[config.mk]
export PLATFORM = sky130hd
export DESIGN_NAME = operand_sequencer
export DESIGN_NICKNAME = d
export VERILOG_FILES = /design/src/rtl/operand_sequencer.sv
export SDC_FILE = /design/constraint.sdc
export NUM_CORES = 1
export LEC_CHECK = 0
export CELL_PAD_IN_SITES_DETAIL_PLACEMENT = 0
export CELL_PAD_IN_SITES_GLOBAL_PLACEMENT = 2
export CORE_ASPECT_RATIO = 0.6
export CORE_MARGIN = 10
export CORE_UTILIZATION = 31
export CTS_CLUSTER_DIAMETER = 200
export DETAILED_ROUTE_END_ITERATION = 12
export HOLD_SLACK_MARGIN = 0.03
export PLACE_DENSITY_LB_ADDON = 0.1
export REMOVE_ABC_BUFFERS = 1
export SLEW_MARGIN = 15
export SYNTH_ARGS = -nofsm -noshare
export SYNTH_HDL_FRONTEND = slang
export SYNTH_SLANG_ARGS = --single-unit
[constraint.sdc]
create_clock -name clk_in -period 9.14 [get_ports clk_in]
set_clock_uncertainty 0.05 [all_clocks]
set_input_delay 2.285 -clock clk_in [delete_from_list [all_inputs] [get_ports clk_in]]
set_output_delay 2.285 -clock clk_in [all_outputs]
set_load 0.01 [all_outputs]
[src/rtl/operand_sequencer.sv]
// Operand-field sequencer for the assembler front end: strips separators, routes
// operand characters to the register/immediate interpreters and collects results.
module operand_sequencer #(
    parameter int TIMEOUT_CYCLES = 255
) (
    input  logic        clk_in,
    input  logic        rst_in,
    input  logic        start,
    input  logic [1:0]  op_count,
    input  logic [2:0]  op_kinds,
    input  logic        char_valid,
    input  logic [7:0]  char_in,
    output logic        char_ready,
    output logic        reg_valid,
    output logic        imm_valid,
    output logic [7:0]  sub_ascii,
    output logic        sub_clear,
    input  logic        reg_done,
    input  logic        reg_error,
    input  logic [4:0]  reg_value,
    input  logic        imm_done,
    input  logic        imm_error,
    input  logic [31:0] imm_value,
    output logic [31:0] op0,
    output logic [31:0] op1,
    output logic [31:0] op2,
    output logic        busy,
    output logic        done,
    output logic        error,
    output logic [1:0]  err_code
);

    localparam int         CW       = $clog2(TIMEOUT_CYCLES + 1);
    localparam logic [7:0] CH_SPACE = 8'h20;
    localparam logic [7:0] CH_COMMA = 8'h2C;
    localparam logic [7:0] CH_NL    = 8'h0A;
    localparam logic [1:0] E_SEP    = 2'd1;
    localparam logic [1:0] E_SUB    = 2'd2;
    localparam logic [1:0] E_TMO    = 2'd3;

    typedef enum logic [2:0] {
        S_IDLE, S_LEAD, S_ROUTE, S_CHECK, S_SEP, S_TAIL, S_DONE, S_ERROR
    } state_t;

    state_t        state, state_next;
    logic [1:0]    count_q;
    logic [2:0]    kinds_q;
    logic [1:0]    idx;
    logic [CW-1:0] tmo;

    logic [3:0]  kinds_ext;
    logic        sel_imm;
    logic        flag_done;
    logic        flag_err;
    logic [31:0] sub_value;
    logic        load_op;
    logic        set_err;
    logic [1:0]  err_next;
    logic        waiting;
    logic        tmo_wait;

    // idx can reach 3 after the last operand; the padded bit keeps the select in range.
    assign kinds_ext = {1'b0, kinds_q};
    assign sel_imm   = kinds_ext[idx];
    assign flag_done = sel_imm ? imm_done  : reg_done;
    assign flag_err  = sel_imm ? imm_error : reg_error;
    assign sub_value = sel_imm ? imm_value : {27'd0, reg_value};

    assign waiting  = (state == S_LEAD) || (state == S_ROUTE) ||
                      (state == S_SEP)  || (state == S_TAIL);
    assign tmo_wait = waiting && !char_valid;

    assign busy  = (state != S_IDLE);
    assign done  = (state == S_DONE);
    assign error = (state == S_ERROR);

    always_ff @(posedge clk_in or posedge rst_in) begin
        if (rst_in) state <= S_IDLE;
        else        state <= state_next;
    end

    // NOTE: every output of this block gets a default first so no path infers a latch.
    always_comb begin
        state_next = state;
        char_ready = 1'b0;
        reg_valid  = 1'b0;
        imm_valid  = 1'b0;
        sub_ascii  = 8'd0;
        sub_clear  = 1'b0;
        load_op    = 1'b0;
        set_err    = 1'b0;
        err_next   = 2'd0;
        case (state)
            S_IDLE: begin
                if (start) begin
                    sub_clear  = 1'b1;
                    state_next = (op_count != 2'd0) ? S_LEAD : S_TAIL;
                end
            end
            S_LEAD: begin
                if (char_valid) begin
                    if (char_in == CH_SPACE) char_ready = 1'b1;
                    else                     state_next = S_ROUTE;
                end
            end
            S_ROUTE: begin
                char_ready = 1'b1;
                if (char_valid) begin
                    sub_ascii  = char_in;
                    reg_valid  = !sel_imm;
                    imm_valid  = sel_imm;
                    state_next = S_CHECK;
                end
            end
            S_CHECK: begin
                if (flag_err) begin
                    set_err    = 1'b1;
                    err_next   = E_SUB;
                    state_next = S_ERROR;
                end else if (flag_done) begin
                    load_op    = 1'b1;
                    state_next = (2'(idx + 2'd1) == count_q) ? S_TAIL : S_SEP;
                end else begin
                    state_next = S_ROUTE;
                end
            end
            S_SEP: begin
                char_ready = 1'b1;
                if (char_valid) begin
                    if (char_in == CH_COMMA) begin
                        state_next = S_LEAD;
                    end else if (char_in != CH_SPACE) begin
                        set_err    = 1'b1;
                        err_next   = E_SEP;
                        state_next = S_ERROR;
                    end
                end
            end
            S_TAIL: begin
                char_ready = 1'b1;
                if (char_valid) begin
                    if (char_in == CH_NL) begin
                        state_next = S_DONE;
                    end else if (char_in != CH_SPACE) begin
                        set_err    = 1'b1;
                        err_next   = E_SEP;
                        state_next = S_ERROR;
                    end
                end
            end
            S_DONE, S_ERROR: state_next = S_IDLE;
            default:         state_next = S_IDLE;
        endcase
        if (tmo_wait && (tmo == CW'(TIMEOUT_CYCLES - 1))) begin
            set_err    = 1'b1;
            err_next   = E_TMO;
            state_next = S_ERROR;
        end
    end

    // NOTE: sequential state uses non-blocking assignments so every register sees pre-edge values.
    always_ff @(posedge clk_in or posedge rst_in) begin
        if (rst_in) begin
            count_q  <= 2'd0;
            kinds_q  <= 3'd0;
            idx      <= 2'd0;
            tmo      <= '0;
            op0      <= 32'd0;
            op1      <= 32'd0;
            op2      <= 32'd0;
            err_code <= 2'd0;
        end else begin
            if (state == S_IDLE && start) begin
                count_q  <= op_count;
                kinds_q  <= op_kinds;
                idx      <= 2'd0;
                op0      <= 32'd0;
                op1      <= 32'd0;
                op2      <= 32'd0;
                err_code <= 2'd0;
            end
            if (load_op) begin
                case (idx)
                    2'd0:    op0 <= sub_value;
                    2'd1:    op1 <= sub_value;
                    2'd2:    op2 <= sub_value;
                    default: ;
                endcase
                idx <= idx + 2'd1;
            end
            if (set_err) err_code <= err_next;

            // A valid-but-unconsumed char in LEAD holds the count rather than clearing it.
            if (tmo_wait)
                tmo <= tmo + 1'b1;
            else if (!waiting || (char_valid && char_ready))
                tmo <= '0;
        end
    end

endmodule
# Word level (Yosys, flattened, before mapping)
# Index checks and enable logic that the tools add are counted.
# classes
addsub	2
n_lt_le_gt_ge	1
eq_ne	21
n_mux	64
reduce_logical	21
# ops
op	n
32-bit two-way mux	10
3-bit two-way mux	13
8-bit two-way mux	4
1-bit two-way mux	25
3-bit case mux with 7 select lines	1
8-bit by 6-bit equality test with 1-bit output (second input constant)	2
3-bit by 2-bit inequality test with 1-bit output (second input constant)	5
2-bit two-way mux	7
3-bit equality test (second input constant)	4
8-bit by 1-bit adder with 8-bit output (second input constant)	1
8-bit by 4-bit equality test with 1-bit output (second input constant)	1
8-bit equality test (second input constant)	1
8-bit by 6-bit inequality test with 1-bit output (second input constant)	1
2-bit nonzero test	4
3-bit by 2-bit equality test with 1-bit output (second input constant)	2
2-bit case mux with 3 select lines	1
6-bit AND reduction	1
1-bit logical AND	4
1-bit logical OR	4
3-bit by 1-bit equality test with 1-bit output (second input constant)	1
1-bit zero test	3
3-bit zero test	1
2-bit by 3-bit < comparator with 1-bit output (second input constant)	1
3-bit inequality test (second input constant)	1
other kinds (11)	11
# totals
register_bits	116
in_bits	58

# Depth between registers and ports, before layout
# Gate-level depths: netlist of the first run.
# depth
word_depth	8
ltp_mapped	8
depth_no_buf	7

# Least setup slack after synthesis of the first run
# No wires, ideal clock.
# synth_timing
path_kind	input-to-output
startpoint	input port char_in[1]
endpoint	output port char_ready
arrival_ns	3.552
t_required_ns	6.805
slack_ns	3.253
cell_stages	4
path_buffers	0
path_cell_list	or4b_2 nor2_1 a31oi_1 o21ai_0
# synth_via
elab_chain_len	4
# synth_rtl
element	line_no	text
from (decl)	12	input logic [7:0] char_in,
8-bit by 6-bit equality test with 1-bit output	102	if (char_in == CH_SPACE) char_ready = 1'b1;
1-bit two-way mux	102	
1-bit two-way mux	101	if (char_valid) begin
1-bit case mux with 2 select lines	93	case (state)
to (decl)	13	output logic char_ready,
# No other way between the ends.

# Final worst setup path of the first run
# Same ends and word-level chain as after synthesis.

==> results.toml, run 1 <==
[setup_path]
cp-start-kind = "primary input"
cp.arrival_ps = 4580
path_class = "in2out"
worstPathRequired_ps = 6810
cp-end-kind = "primary output"
cp_max_fo = 4

[grt]
grt-ovfl-total = 0
grt_pass1_vias = 4563
antenna_found_initial = 0
grt_max_degree = 105
grt_pass1_wl_um = 27600
grt_usage_pct = 15.0

[die]
dieArea_um2 = 23700
num_rows = 37
die_h_um = 123
start_util_pct = 31.9
die_w_um = 192
io_pins = 171
core_area_um2 = 17300

[timing]
timing.fmax_mhz = 145
setup_viol = 0
maxSlewViolCount = 0
finalSetupTns_ps = 0
slew_headroom_pct = 23.8
hold_viol = 0
period_minus_slack_ps = 6920
setup_slack_ps = 2220
worst_pin_slew_ps = 1140
finalCritPeriodShare_pct = 75.7
rsz0062_at_grt = "false"

[clock_tree]
clockBufferDepth = 2
clock_sink_count = 116
numCtsBuffers = 17
path_clk_slew_ps = 50
cts_root_buf = "clkbuf_16"
cts_tree = "done"
cts.repair.resized = 0
clk_latency_ps = 400
htreeDepth = 4
cts_setup_buffers = 0
hold_buffers = 0

[yosys]
seq_area_frac_synth_pct = 52.6
yosysWarnings = 0
synthTopCellsByCount = "nand2_1 (143), dfrtp_1 (116), mux2i_1 (104)"
syn_inst = 519
yosysMostFrequentCell = "nand2_1"
synth.area.top_cells = "dfrtp_1 (53%), mux2i_1 (19%), nand2_1 (9.7%)"
synth_largest_area_cell = "dfrtp_1"
synth-edff-count = 0
avgSynthCellArea_um2 = 10.6
netlist_area_um2 = 5520
synth_flop_cell = "dfrtp_1"
synth_top_area_share_pct = 52.6
synth_cell_types = 48
ys_async_sr_fraction_pct = 100
ys_ff_latch = 116

[routing]
drtIter0Drc = 356
post_drt_wl_per_cell_um = 19.2
drc = 0
via_per_inst = 4.74
wl_um = 17900
ant_nets = 0
num_vias = 4400
dr.pass1.iters = 4

[cells_and_area]
final_nets = 745
layout-drive-gt1-share_pct = 7.49
antennaDiodeCount = 0
area_delta_synth_final_pct = 44.5

[min_path]
hp-class = "reg2reg"

[power_and_ir_drop]
ir_drop_v = 0.000140
leakage_nw = 3.46
power_density_nw_per_um2 = 296

[placement]
dpl.hpwl_um = 12300
pre_cts_ws_ps = 2250
portBuffers = 170
gp_congestion = 0.791

[outcome]
status = "complete, no violations"

[flow_run]
maxCapViolCount = 0
-- kinds of logic (layout without fill, tap and decap cells) --
group | after synthesis | in the layout | synth area share, %
adders and majority gates | 5 | 5 | 1.13
DFF | 116 | 116 | 52.6
AOI/OAI and AO/OA | 39 | 39 | 4.69
buffers and inverters | 41 | 216 | 4.12
and+or+nand+nor | 201 | 201 | 16.0
muxes | 112 | 112 | 20.7
xor gates and xnor gates | 5 | 5 | 0.793
-- final cells by class --
class / instances / area (um^2)
Fill cell: 1620 / 9330
Clock buffer: 18 / 429
Sequential cell: 116 / 2900
Clock inverter: 13 / 160
Multi-Input combinational cell: 362 / 2410
Inverter: 9 / 36.3
Tap cell: 234 / 293
Timing Repair Buffer: 176 / 1750
-- layout by cell type, fill, tap and decap left out, drive strengths merged, types with 2 or more instances in the layout --
| cell | synthesis | final |
|---|---|---|
| a21oi | 8 | 8 |
| a311o | 2 | 2 |
| a31oi | 3 | 3 |
| and2 | 11 | 11 |
| and3 | 2 | 2 |
| buf | 14 | 6 |
| bufinv | 0 | 3 |
| clkbuf | 18 | 18 |
| clkdlybuf4s50 | 0 | 170 |
| clkinv | 0 | 7 |
| clkinvlp | 0 | 2 |
| dfrtp | 116 | 116 |
| ha | 5 | 5 |
| inv | 9 | 10 |
| mux2 | 6 | 6 |
| mux2i | 106 | 106 |
| nand2 | 143 | 143 |
| nand2b | 2 | 2 |
| nand3 | 8 | 8 |
| nand3b | 2 | 2 |
| nand4 | 3 | 3 |
| nor2 | 10 | 10 |
| nor2b | 2 | 2 |
| nor3 | 7 | 7 |
| nor4 | 2 | 2 |
| nor4bb | 2 | 2 |
| o21ai | 12 | 12 |
| o31ai | 3 | 3 |
| or3 | 2 | 2 |
| xnor2 | 3 | 3 |
| xor2 | 2 | 2 |
-- metrics by stage --
step                cells  hold slack [ps]  cell area (um^2)  util, %  power (mW)
detailed placement    897              454              7390     42.7        1.71
finish                928              461              7980     46.1        2.37
global placement      897              446              7390     42.7        1.70
global route          928              479              7980     46.1        2.52
floorplan             487              420              5330        -        1.22
CTS                   928              461              7980     46.1        2.40
-- state kept, by name (all words and copies together) (netlist names) --
| name | cells |
|---|---|
| op2 | 32 |
| state | 3 |
| op1 | 32 |
| op0 | 32 |
| kinds_q | 3 |
| err_code | 2 |
| count_q | 2 |
| idx | 2 |
| tmo | 8 |
-- worst paths after layout --
kind,startpoint,to,slack (ps),depth (start not counted)
max,char_in[1],char_ready,2220,6
min,tmo[5],tmo[5],460,1
max reg2reg,idx[1],op2[6],5680,7
min reg2reg,tmo[5],tmo[5],460,1
max in group asynchronous,rst_in,tmo[7],5410,3
min in group asynchronous,rst_in,op2[4],2290,2
-- power breakdown --
group          switching [mW]  leakage, nW  internal (mW)  total, mW
clock network           0.247        0.286          0.427      0.674
registers               0.123         1.58          0.661      0.784
logic                   0.474         1.60          0.435      0.908
-- worst max-delay path, cell delays in order --
cell	delay, ps
clkdlybuf4s50_1	450
or4b_2	740
nor2_1	260
a31oi_1	120
o21ai_0	160
clkdlybuf4s50_1	560
-- layer usage --
| metal | track usage [%] | routed length (um) | up-vias |
|---|---|---|---|
| met1 | 21.9 | 8990 | 2156 |
| met4 | 3.91 | 106 | 0 |
| met3 | 5.23 | 1450 | 11 |
| li1 | - | - | 2098 |
| met2 | 20.5 | 7320 | 135 |
| met5 | 0 | 0 | - |
No activity file was read; power rests on OpenSTA's default activity.
==> run 2: changes to the inputs <==
--- a/config.mk
+++ b/config.mk
@@ -9,7 +9,7 @@
 export CELL_PAD_IN_SITES_GLOBAL_PLACEMENT = 2
 export CORE_ASPECT_RATIO = 0.6
 export CORE_MARGIN = 10
-export CORE_UTILIZATION = 31
+export CORE_UTILIZATION = 26
 export CTS_CLUSTER_DIAMETER = 200
 export DETAILED_ROUTE_END_ITERATION = 12
 export HOLD_SLACK_MARGIN = 0.03
==> constraint.sdc (replaced) <==
create_clock -name clk_in -period 6.2 [get_ports clk_in]
set_clock_uncertainty 0.05 [all_clocks]
set_input_delay 1.55 -clock clk_in [delete_from_list [all_inputs] [get_ports clk_in]]
set_output_delay 1.55 -clock clk_in [all_outputs]
set_load 0.01 [all_outputs]
==> run 2 against run 1 <==
  * Cell area increased by 1.5%
  * Count of clock-buffer cells in the layout rose by 5
  * Register-to-register slack worse by 2500 ps
  * Critical path type unchanged
  * Largest power group unchanged
  * Highest routed layer unchanged
==> results.toml, run 2 (synthesis gave the netlist of run 1 again) <==
[setup_path]
crit_top_cell = "clkdlybuf4s50_1"
cp-start-kind = "primary input"
cp_slowest_stage_delay_ps = 740
cp.arrival_ps = 3880
crit_buf_inv = 2
worstPathRequired_ps = 4600
cpMaxStageDelayCell = "or4b_2"
cpLargestDelayFamily = "buffers and inverters"
cp-end-kind = "primary output"
path_class = "in2out"
cp_max_fo = 4
worstPathCellList = "clkdlybuf4s50_1 -> or4b_2 -> nor2_1 -> a31oi_1 -> o21ai_0 -> clkdlybuf4s50_1"

[clock_tree]
htreeDepth = 4
cts_setup_buffers = 0
clk_latency_ps = 420
numCtsBuffers = 17
path_clk_slew_ps = 50
hold_buffers = 0
clock_sink_count = 116
clockBufferDepth = 2
cts_tree = "done"
cts_root_buf = "clkbuf_16"
cts.repair.resized = 0

[min_path]
hp-class = "reg2reg"

[die]
num_rows = 41
dieArea_um2 = 27700
io_pins = 171
die_h_um = 133
die_w_um = 208
core_area_um2 = 20900
start_util_pct = 26.4

[power_and_ir_drop]
power_frac_clock_pct = 30.0
p_comb_share_pct = 37.7
ir_drop_v = 0.000167
p_int_mw = 2.34
swShare_pct = 34.7
seq_power_share_pct = 32.3
netSwitchingPower_mw = 1.24
power_density_nw_per_um2 = 442
leakage_nw = 3.50

[timing]
rsz0062_at_grt = "false"
fin_hold_ws_ps = 475
slew_headroom_pct = 31.2
finalCritPeriodShare_pct = 88.4
period_minus_slack_ps = 5480
finalSetupTns_ps = 0
hold_viol = 0
maxSlewViolCount = 0
setup_slack_ps = 722
timing.fmax_mhz = 183
setup_viol = 0
worst_pin_slew_ps = 1030

[routing]
dr.pass1.iters = 5
ant_nets = 0
via_per_inst = 4.53
drc = 0
drtIter0Drc = 244
wl_um = 18700
post_drt_wl_per_cell_um = 19.2
num_vias = 4414

[placement]
dpl.hpwl_um = 13300
gp_congestion = 0.793
portBuffers = 170
pre_cts_ws_ps = 739

[cells_and_area]
fillers = 2059
final_common_cell = "clkdlybuf4s50_1"
final_cell_mix = "clkdlybuf4s50_1 (170), nand2_1 (143), dfrtp_1 (116)"
layout-drive-gt1-share_pct = 7.76
reg_top3 = "op0 (32), op1 (32), op2 (32)"
area_delta_synth_final_pct = 46.7
final_nets = 746
antennaDiodeCount = 0

[grt]
grt_usage_pct = 13.6
grt-ovfl-total = 0
grt_max_degree = 95
grt_pass1_wl_um = 29600
antenna_found_initial = 0
grt_pass1_vias = 4789

[outcome]
status = "complete, no violations"

[flow_run]
maxCapViolCount = 0
[run 2: area by class of cell]
class,count,area [um^2],share of cell area [%]
flip-flops and latches,116,2900,35.8
repair buffers,177,1750,21.6
well taps,279,349,4.31
multi-input cells,362,2410,29.8
clock buffers,23,498,6.15
clock inverters,9,148,1.82
inverters,9,36.3,0.448
[run 2: path summary, 6_finish.rpt]
check                           start         end  slack [ps]  cells past startpoint
max                        char_in[1]  char_ready         720                      6
min                        kinds_q[2]  kinds_q[2]         480                      1
max reg2reg                    idx[1]     op1[24]        3150                      6
min reg2reg                kinds_q[2]  kinds_q[2]         480                      1
max in group asynchronous      rst_in     op0[25]        3820                      3
min in group asynchronous      rst_in      op1[3]        1320                      2
[run 2: routing by layer]
metal	global-route usage, %	vias to the layer above	wire length, um
met1	18.4	2158	9110
li1	-	2100	-
met2	19.4	140	7860
met4	3.57	0	226
met5	0	-	0
met3	5.73	16	1540
[run 2: through the flow]
stage	cell area (um^2)	utilization [%]	cells	total power [mW]
after floorplan	5330	-	487	1.80
after global placement	7460	35.6	943	2.54
after detailed placement	7460	35.6	943	2.54
after CTS	8100	38.7	975	3.64
after global routing	8100	38.7	975	3.82
final	8100	38.7	975	3.58
[run 2: power by group through the flow]
stage                     Sequential, mW  Clock, mW  Combinational, mW
after floorplan                     1.21          0              0.589
after global routing                1.19       1.14               1.49
after CTS                           1.16       1.10               1.38
final                               1.16       1.08               1.35
after global placement              1.17          0               1.37
after detailed placement            1.17          0               1.38
==> run 3: changes to the inputs <==
--- a/config.mk
+++ b/config.mk
@@ -13,6 +13,7 @@
 export CTS_CLUSTER_DIAMETER = 200
 export DETAILED_ROUTE_END_ITERATION = 12
 export HOLD_SLACK_MARGIN = 0.03
+export MAX_ROUTING_LAYER = met4
 export PLACE_DENSITY_LB_ADDON = 0.1
 export REMOVE_ABC_BUFFERS = 1
 export SLEW_MARGIN = 15
==> run 3 against run 2 <==
  * Global-route usage is 0.41 points higher
  * Register-to-register slack hardly changed
  * Total power hardly changed
  * Largest cell class unchanged
  * Largest power group unchanged
==> results.toml, run 3 (synthesis gave the netlist of run 1 again) <==
[clock_tree]
hold_buffers = 0
numCtsBuffers = 17
clockBufferDepth = 2
clk_latency_ps = 420
path_clk_slew_ps = 50
htreeDepth = 4
cts.repair.resized = 0
cts_setup_buffers = 0
cts_root_buf = "clkbuf_16"
cts_tree = "done"
clock_sink_count = 116

[outcome]
status = "complete, no violations"

[timing]
setup_viol = 0
finalCritPeriodShare_pct = 88.1
finalSetupTns_ps = 0
timing.fmax_mhz = 183
maxSlewViolCount = 0
hold_viol = 0
worst_pin_slew_ps = 1060
fin_hold_ws_ps = 472
rsz0062_at_grt = "false"
slew_headroom_pct = 29.1
period_minus_slack_ps = 5470

[cells_and_area]
area_delta_synth_final_pct = 46.7
layout-drive-gt1-share_pct = 7.76
stdcell_area_um2 = 8100
final_core_util_pct = 38.7
final_nets = 746
stdcell_count = 975
final_cell_mix = "clkdlybuf4s50_1 (170), nand2_1 (143), dfrtp_1 (116)"
reg_top3 = "op0 (32), op1 (32), op2 (32)"
final_common_cell = "clkdlybuf4s50_1"
antennaDiodeCount = 0

[routing]
drtIter0Drc = 233
num_vias = 4402
post_drt_wl_per_cell_um = 19.2
dr.pass1.iters = 4
drc = 0
wl_um = 18700
via_per_inst = 4.51
ant_nets = 0

[placement]
dpl.hpwl_um = 13300
place_area_um2 = 7460
portBuffers = 170
post-place-cells = 943
gp_congestion = 0.804

[setup_path]
cp_slowest_stage_delay_ps = 730
worstPathCellList = "clkdlybuf4s50_1 -> or4b_2 -> nor2_1 -> a31oi_1 -> o21ai_0 -> clkdlybuf4s50_1"
crit_top_cell = "clkdlybuf4s50_1"
reg2reg_slack_ps = 3140
cp-end-kind = "primary output"
r2r_cells = 6
cp-start-kind = "primary input"
crit_buf_inv = 2
worstPathRequired_ps = 4600
path_class = "in2out"
cp_max_fo = 4
cpLargestDelayFamily = "buffers and inverters"
cp.arrival_ps = 3870
cp.depth = 6
cpMaxStageDelayCell = "or4b_2"

[die]
die_w_um = 208
start_util_pct = 26.4
num_rows = 41
io_pins = 171
die_h_um = 133
core_area_um2 = 20900
dieArea_um2 = 27700

[flow_run]
maxCapViolCount = 0

[grt]
antenna_found_initial = 0
grt_max_degree = 95
grt_pass1_vias = 4798
grt_pass1_wl_um = 29600
grt-ovfl-total = 0
grt_usage_pct = 14.1

[min_path]
hp-class = "reg2reg"
whs_path_depth = 2

[power_and_ir_drop]
leakage_nw = 3.50
power_density_nw_per_um2 = 442
ir_drop_v = 0.000166
## run 3: cell counts in the layout (fill, tap and decap cells not counted)
Identical to the previous run, type by type.
## run 3: worst paths after layout
path | endpoint | start
worst max-delay path | char_ready | char_in[1]
worst max register to register | op1[26] | idx[1]
worst min-delay path | op2[27] | op2[27]
worst min register to register | op2[27] | op2[27]
min in group asynchronous | op1[3] | rst_in
max in group asynchronous | op0[25] | rst_in
## run 3: metrics by stage
stage	worst slack, ps	power, mW
after global placement	753	2.54
after floorplan	753	1.80
after detailed placement	739	2.54
final	735	3.58
after CTS	730	3.64
after global routing	655	3.82
## run 3: worst min-delay path, delay by kind of cell, from the launching register on
family / cells / cell delay [ps]
muxes: 1 / 60
and+or+nand+nor: 1 / 60
DFF: 1 / 370
## run 3: final cells by class
type	instances	area, um^2
fillers	2059	12800
flip-flops and latches	116	2900
multi-input cells	362	2410
repair buffers	177	1750
clock buffers	23	498
well taps	279	349
clock inverters	9	148
inverters	9	36.3
## run 3: power by group
group | total [mW] | switching, mW | leakage [nW] | internal (mW)
registers | 1.15 | 0.180 | 1.58 | 0.975
logic | 1.35 | 0.709 | 1.60 | 0.641
clock network | 1.08 | 0.354 | 0.319 | 0.723
total | 3.58 | 1.24 | 3.50 | 2.34
## run 3: per-layer routing
layer  global-route usage, %  routed length (um)
met5                       -                   0
met4                    3.57                 186
met3                    5.62                1500
met2                    19.4                7910
met1                    18.6                9130
